**src/rtl/fc_pkg.sv**
```systemverilog
// rtl/fc_pkg.sv - shared types and defaults for the FC weight scheduler and weight ROM
package fc_pkg;

    localparam int FC_DW       = 8;
    localparam int FC_ADDR_DW  = 5;
    localparam int FC_ROM_SIZE = 32;
    localparam int FC_LEN_W    = 16;

    typedef enum logic [2:0] {
        ST_IDLE      = 3'd0,
        ST_INIT      = 3'd1,
        ST_INIT_WAIT = 3'd2,
        ST_STREAM    = 3'd3,
        ST_DRAIN     = 3'd4
    } state_t;

endpackage

```
**src/rtl/fc_weight_sched_if.sv**
```systemverilog
// rtl/fc_weight_sched_if.sv - weight stream interface to the FC MAC array
// master: drives w_data, w_valid, w_last; samples w_ready
// slave:  samples w_data, w_valid, w_last; drives w_ready
interface fc_weight_sched_if #(
    parameter int DW = 8
) ();
    logic [DW-1:0] w_data;
    logic          w_valid;
    logic          w_last;
    logic          w_ready;

    modport master (output w_data, output w_valid, output w_last, input w_ready);
    modport slave  (input w_data, input w_valid, input w_last, output w_ready);
endinterface

```
**src/rtl/fc_skid_buf.sv**
```systemverilog
// rtl/fc_skid_buf.sv - 2-entry {data, last} buffer absorbing ROM read latency
// Ports: clk, rst (sync, active-high); push/push_data/push_last write side;
//        pop read side; valid/head_data/head_last show the oldest entry; occ = entries held.
// Push and pop in the same cycle keep occupancy unchanged; caller never pushes when full.
module fc_skid_buf #(
    parameter int DW = 8
) (
    input  logic          clk,
    input  logic          rst,
    input  logic          push,
    input  logic [DW-1:0] push_data,
    input  logic          push_last,
    input  logic          pop,
    output logic          valid,
    output logic [DW-1:0] head_data,
    output logic          head_last,
    output logic [1:0]    occ
);
    logic [DW-1:0] data_q [2];
    logic          last_q [2];
    logic          rd_ptr;
    logic          wr_ptr;
    logic [1:0]    cnt;

    always_ff @(posedge clk) begin
        if (rst) begin
            data_q[0] <= '0;
            data_q[1] <= '0;
            last_q[0] <= 1'b0;
            last_q[1] <= 1'b0;
            rd_ptr    <= 1'b0;
            wr_ptr    <= 1'b0;
            cnt       <= 2'd0;
        end else begin
            if (push) begin
                data_q[wr_ptr] <= push_data;
                last_q[wr_ptr] <= push_last;
                wr_ptr         <= ~wr_ptr;
            end
            if (pop) begin
                rd_ptr <= ~rd_ptr;
            end
            case ({push, pop})
                2'b10:   cnt <= cnt + 2'd1;
                2'b01:   cnt <= cnt - 2'd1;
                default: cnt <= cnt;
            endcase
        end
    end

    assign valid     = (cnt != 2'd0);
    assign head_data = data_q[rd_ptr];
    assign head_last = last_q[rd_ptr];
    assign occ       = cnt;
endmodule

```
**src/rtl/fc_weight_sched.sv**
```systemverilog
// rtl/fc_weight_sched.sv - FC weight ROM sequencer: init handshake, then weight runs over valid/ready
// Ports: clk, rst (sync, active-high); cfg_init/cfg_para ROM (re)initialise command;
//        start/start_addr/run_len run command; rom_* ROM control and read data;
//        w (weight stream master); busy, initialized, done, err status.
// Optional: FC_WSCHED_PERF_EN adds perf_stall, a saturating count of stalled-output cycles.
module fc_weight_sched
    import fc_pkg::*;
#(
    parameter int DW       = FC_DW,
    parameter int ADDR_DW  = FC_ADDR_DW,
    parameter int ROM_SIZE = FC_ROM_SIZE,
    parameter int LEN_W    = FC_LEN_W
) (
    input  logic               clk,
    input  logic               rst,
    input  logic               cfg_init,
    input  logic [31:0]        cfg_para,
    input  logic               start,
    input  logic [ADDR_DW-1:0] start_addr,
    input  logic [LEN_W-1:0]   run_len,
    output logic               rom_init,
    output logic [31:0]        rom_para,
    output logic               rom_en,
    output logic [ADDR_DW-1:0] rom_addr,
    input  logic [DW-1:0]      rom_dout,
    input  logic               rom_init_ack,
    fc_weight_sched_if.master  w,
    output logic               busy,
    output logic               initialized,
    output logic               done,
`ifdef FC_WSCHED_PERF_EN
    output logic [31:0]        perf_stall,
`endif
    output logic               err
);
    state_t             state, state_n;
    logic               init_q;
    logic [31:0]        para_q;
    logic [ADDR_DW-1:0] addr_q;
    logic [LEN_W-1:0]   remaining_q;
    logic               inflight_q;
    logic               inflight_last_q;
    logic               done_zero_q;

    logic               accept;
    logic               issue;
    logic               pop;
    logic               final_issue;
    logic [2:0]         used;

    logic               buf_valid;
    logic [DW-1:0]      buf_data;
    logic               buf_last;
    logic [1:0]         buf_occ;

    fc_skid_buf #(.DW(DW)) u_buf (
        .clk       (clk),
        .rst       (rst),
        .push      (inflight_q),
        .push_data (rom_dout),
        .push_last (inflight_last_q),
        .pop       (pop),
        .valid     (buf_valid),
        .head_data (buf_data),
        .head_last (buf_last),
        .occ       (buf_occ)
    );

    assign pop  = buf_valid & w.w_ready;
    assign used = {1'b0, buf_occ} + {2'b00, inflight_q};
    // An entry popped this cycle frees its slot before the new read lands,
    // which is what lets a steady w_ready sustain one weight per cycle.
    assign issue       = (state == ST_STREAM) && (remaining_q != '0)
                         && (used < (3'd2 + {2'b00, pop}));
    assign final_issue = issue && (remaining_q == LEN_W'(1));

    always_comb begin
        state_n = state;
        err     = 1'b0;
        accept  = 1'b0;
        case (state)
            ST_IDLE: begin
                if (cfg_init) begin
                    state_n = ST_INIT;
                    err     = start;
                end else if (start) begin
                    if (!init_q) begin
                        err = 1'b1;
                    end else begin
                        accept = 1'b1;
                        if (run_len != '0) state_n = ST_STREAM;
                    end
                end
            end
            ST_INIT: begin
                state_n = ST_INIT_WAIT;
                err     = start | cfg_init;
            end
            ST_INIT_WAIT: begin
                if (rom_init_ack) state_n = ST_IDLE;
                err = start | cfg_init;
            end
            ST_STREAM: begin
                if (final_issue) state_n = ST_DRAIN;
                err = start | cfg_init;
            end
            ST_DRAIN: begin
                if (pop && buf_last) state_n = ST_IDLE;
                err = start | cfg_init;
            end
            default: state_n = ST_IDLE;
        endcase
    end

    always_ff @(posedge clk) begin
        if (rst) begin
            state           <= ST_IDLE;
            init_q          <= 1'b0;
            para_q          <= '0;
            addr_q          <= '0;
            remaining_q     <= '0;
            inflight_q      <= 1'b0;
            inflight_last_q <= 1'b0;
            done_zero_q     <= 1'b0;
        end else begin
            state           <= state_n;
            inflight_q      <= issue;
            inflight_last_q <= final_issue;
            done_zero_q     <= accept && (run_len == '0);
            if (state == ST_IDLE && cfg_init) begin
                para_q <= cfg_para;
                init_q <= 1'b0;
            end
            if (state == ST_INIT_WAIT && rom_init_ack) begin
                init_q <= 1'b1;
            end
            if (accept) begin
                addr_q      <= start_addr;
                remaining_q <= run_len;
            end else if (issue) begin
                addr_q      <= (addr_q == ADDR_DW'(ROM_SIZE - 1)) ? '0 : addr_q + 1'b1;
                remaining_q <= remaining_q - 1'b1;
            end
        end
    end

`ifdef FC_WSCHED_PERF_EN
    always_ff @(posedge clk) begin
        if (rst || accept) begin
            perf_stall <= '0;
        end else if (buf_valid && !w.w_ready && perf_stall != '1) begin
            perf_stall <= perf_stall + 32'd1;
        end
    end
`endif

    assign rom_init    = (state == ST_INIT);
    assign rom_para    = para_q;
    assign rom_en      = issue;
    assign rom_addr    = addr_q;
    assign busy        = (state != ST_IDLE);
    assign initialized = init_q;
    // The last-tagged entry can only reach the head after the final issue, i.e. in DRAIN.
    assign done        = done_zero_q | ((state == ST_DRAIN) && pop && buf_last);

    assign w.w_valid = buf_valid;
    assign w.w_data  = buf_data;
    assign w.w_last  = buf_last;
endmodule
```
**src/flat_wrapper.sv**
```systemverilog
// flat-port wrapper written by rule: the top's interface ports become plain ports
module fc_weight_sched_flat import fc_pkg::*;
#(
    parameter int DW       = FC_DW,
    parameter int ADDR_DW  = FC_ADDR_DW,
    parameter int ROM_SIZE = FC_ROM_SIZE,
    parameter int LEN_W    = FC_LEN_W
)
  (clk, rst, cfg_init, cfg_para, start, start_addr, run_len, rom_init, rom_para, rom_en, rom_addr, rom_dout, rom_init_ack, busy, initialized, done, err, w_w_data, w_w_valid, w_w_last, w_w_ready);
  fc_weight_sched_if #(.DW(DW)) w_i ();
  input  logic clk;
  input  logic rst;
  input  logic cfg_init;
  input  logic [31:0] cfg_para;
  input  logic start;
  input  logic [ADDR_DW-1:0] start_addr;
  input  logic [LEN_W-1:0] run_len;
  output logic rom_init;
  output logic [31:0] rom_para;
  output logic rom_en;
  output logic [ADDR_DW-1:0] rom_addr;
  input  logic [DW-1:0] rom_dout;
  input  logic rom_init_ack;
  output logic busy;
  output logic initialized;
  output logic done;
  output logic err;
  output wire logic [$bits(w_i.w_data)-1:0] w_w_data;
  output wire logic [$bits(w_i.w_valid)-1:0] w_w_valid;
  output wire logic [$bits(w_i.w_last)-1:0] w_w_last;
  input wire logic [$bits(w_i.w_ready)-1:0] w_w_ready;
  assign w_w_data = w_i.w_data;
  assign w_w_valid = w_i.w_valid;
  assign w_w_last = w_i.w_last;
  assign w_i.w_ready = w_w_ready;
  fc_weight_sched #(.DW(DW), .ADDR_DW(ADDR_DW), .ROM_SIZE(ROM_SIZE), .LEN_W(LEN_W)) u_core (.clk(clk), .rst(rst), .cfg_init(cfg_init), .cfg_para(cfg_para), .start(start), .start_addr(start_addr), .run_len(run_len), .rom_init(rom_init), .rom_para(rom_para), .rom_en(rom_en), .rom_addr(rom_addr), .rom_dout(rom_dout), .rom_init_ack(rom_init_ack), .w(w_i), .busy(busy), .initialized(initialized), .done(done), .err(err));
endmodule
```
**config.mk**
```make
export PLATFORM = sky130hd
export DESIGN_NAME = fc_weight_sched_flat
export DESIGN_NICKNAME = d
export VERILOG_FILES = /design/src/rtl/fc_pkg.sv /design/src/rtl/fc_weight_sched_if.sv /design/src/rtl/fc_skid_buf.sv /design/src/rtl/fc_weight_sched.sv /design/src/flat_wrapper.sv
export SDC_FILE = /design/constraint.sdc
export NUM_CORES = 1
export LEC_CHECK = 0
export ABC_AREA = 0
export CAP_MARGIN = 20
export CORE_MARGIN = 10
export CORE_UTILIZATION = 40
export DETAILED_ROUTE_END_ITERATION = 16
export PLACE_DENSITY = 0.78
export SYNTH_ARGS = -nofsm -noshare
export SYNTH_HDL_FRONTEND = slang
export SYNTH_SLANG_ARGS = --single-unit
```
**constraint.sdc**
```tcl
create_clock -name clk -period 3.5 [get_ports clk]
set_input_delay 0.7 -clock clk [delete_from_list [all_inputs] [get_ports clk]]
set_output_delay 0.7 -clock clk [all_outputs]
set_load 0.1 [all_outputs]
```
==> impl_metrics.tcl <==
set metrics [dict create \
    status "complete, no violations" \
    cts_root_buffer "clkbuf_8" \
    synth_cells 421 \
    fin_crit_ns 3.18 \
    fin_tns_setup_ns 0 \
    grt_first_pass_wirelength_mm 17.1 \
    path_clk_slew_ns 0.09 \
    dp_hpwl_mm 8.03 \
    drt-initial-drc-count 285 \
    timing.final.crit_share_pct 90.9 \
    slowest_stage "or4_1" \
    via_per_inst 5.44 \
    cp-end-kind "output port" \
    drc 0 \
    netlist_area_um2 3750 \
    cts_tree "built" \
    multi_input_area_um2 1750 \
    tightest_slew_ns 1.05 \
    hp-class "flip-flop to flip-flop" \
    synth_edf_count 18 \
    power_density_nw_per_um2 479 \
    synth.distinct_cells 49 \
    grt_overflow 0 \
    dpl-instance-area_um2 4990 \
    final_cell_area_um2 5160 \
    vdd_drop_max_mv 0.252 \
    cap_violations 0 \
    drive_above_1_share_pct 11.0 \
    numCtsBuffers 9 \
    synthArstFlopShare_pct 0 \
    startpoint_type "flip-flop" \
    crit_path_cell_trace "or4_1 > nor4_2 > a311o_2 > inv_4 > buf_12" \
    insertion_delay_ns 0.34 \
    seq_area_um2 1840 \
    grt_max_degree 59 \
    required_ns 2.80 \
    maxSlewViolCount 0 \
    grt.total_usage_pct 15.5 \
    die_w_um 117 \
    ant_nets 0 \
    ys_seq_elements 83 \
    setup_viol 0 \
    first_pass_iters 4 \
    antenna_found_initial 0 \
    nNetsFinal 607 \
    postCtsSetupBuffers 0 \
    n_antenna_cell 0 \
    final_cell_mix "clkdlybuf4s50_1 (101), nand2_1 (78), dfxtp_1 (65), a21oi_1 (42), nor2_1 (24)" \
    cts_sinks 83 \
    pin_count 120 \
    synth_nets 496 \
    area_growth_pct 37.7 \
    cts_buffer_depth 2 \
    layout_commonest_cell "clkdlybuf4s50_1" \
    crit_fanout 15 \
    routedWlPerCell_um 16.8 \
    via_count 3523 \
    pre_cts_ws_ns 0.407 \
    finalWorstSetupSlack_ns 0.319 \
    rsz0062_at_grt "false" \
    critPathMaxStageDelay_ns 0.69 \
    first_global_vias 3411 \
    path_class "flip-flop to output port" \
    initial_utilization_pct 40.7 \
    ys_warn_count 0 \
    portBuffers 119 \
    fmax_mhz 314 \
    skew_ns 0.00904 \
    holdWs_ns 0.456 \
    wirelength_mm 10.9 \
    hold_viol_final 0 \
    gp_congestion 0.852 \
    cp.arrival_ns 2.48 \
    leakage_nw 1.91 \
    synth_ff_type "dfxtp_1" \
    die_h_um 117 \
    core_area_um2 9200 \
    cts_htree_levels 3 \
    ys_seq_area_share_pct 49.1 \
    cts_resized 0 \
    slew_headroom_pct 29.8 \
    fp.dieArea_um2 13600 \
    fill_cells 830 \
    syn_area_per_cell_um2 8.90 \
    hold_buffers 0 \
    rows 35 \
]
==> power by group <==
part / switching (mW) / internal (mW) / leakage, nW
Combinational: 0.558 / 0.232 / 1.11
Sequential: 0.0377 / 1.03 / 0.715
Clock: 0.353 / 0.258 / 0.0822
Total: 0.948 / 1.52 / 1.91
==> layer usage <==
metal / track usage (%) / share of wire (%) / vias up
li1: - / - / 1720
met1: 19.1 / 42 / 1676
met2: 26.1 / 51 / 111
met3: 2.85 / 5.4 / 16
met4: 6.01 / 1.6 / 0
met5: 0 / 0 / -
==> registers in the layout (all words and copies together) (netlist names), named ones only <==
register	cells
u_core.rom_para	32
u_core.remaining_q	16
u_core.u_buf.data_q	16
u_core.rom_addr	5
u_core.state	3
u_core.u_buf.last_q	2
u_core.u_buf.occ	2
u_core.done_zero_q	1
u_core.inflight_last_q	1
u_core.inflight_q	1
u_core.initialized	1
u_core.u_buf.rd_ptr	1
u_core.u_buf.wr_ptr	1
==> area by class of cell <==
| type | count | area share, % |
|---|---|---|
| clock buffers | 10 | 2.47 |
| well taps | 111 | 2.69 |
| repair buffers | 126 | 23.7 |
| multi-input cells | 303 | 33.9 |
| inverters | 9 | 0.703 |
| clock inverters | 6 | 0.825 |
| flip-flops and latches | 83 | 35.7 |
==> final timing paths <==
check                                      startpoint                    end  slack, ns  cells after the start
worst max register to register  u_core.remaining_q[3]  u_core.remaining_q[2]       0.81                      6
worst min-delay path              u_core.rom_para[26]    u_core.rom_para[26]       0.46                      2
worst min register to register    u_core.rom_para[26]    u_core.rom_para[26]       0.46                      2
worst max-delay path            u_core.remaining_q[3]                 rom_en       0.32                      5
==> metrics by stage <==
stage	instances	total power, mW	utilization [%]
floorplan	421	1.64	-
global placement	632	1.87	54.2
detailed placement	632	1.88	54.2
CTS	648	2.49	56.1
global route	648	2.58	56.1
finish	648	2.47	56.1
==> worst max-delay path: cells and delay by family, from the launching register on <==
family / cells / cell delay (ns)
buf+inv: 2 / 0.33
flops: 1 / 0.37
compound gates: 1 / 0.40
simple gates: 2 / 1.02
==> cells in the mapped netlist (8+ instances only) <==
master | count | share of area, %
ha_1 | 8 | 2.7
o21ai_0 | 15 | 2.0
clkbuf_1 | 17 | 1.7
and2_1 | 21 | 3.5
inv_1 | 8 | 0.80
or3_1 | 11 | 1.8
edfxtp_1 | 18 | 14
nor2_1 | 24 | 2.4
a311oi_1 | 8 | 1.9
nor3_1 | 12 | 1.6
a21oi_1 | 42 | 5.6
mux2_2 | 10 | 3.0
dfxtp_1 | 65 | 35
nand2_1 | 78 | 7.8
a31oi_1 | 9 | 1.5
==> cells by family (layout without fill, tap and decap cells) <==
family / Yosys count / in the layout / share of synthesized area [%]
compound gates: 97 / 97 / 16.2
xor+xnor: 4 / 4 / 0.935
buf+inv: 35 / 151 / 4.14
simple gates: 184 / 184 / 23.9
fa+ha+maj: 8 / 8 / 2.67
flops: 83 / 83 / 49.1
mux: 10 / 10 / 3.01
Note: power is estimated with default switching activity, not from simulation.
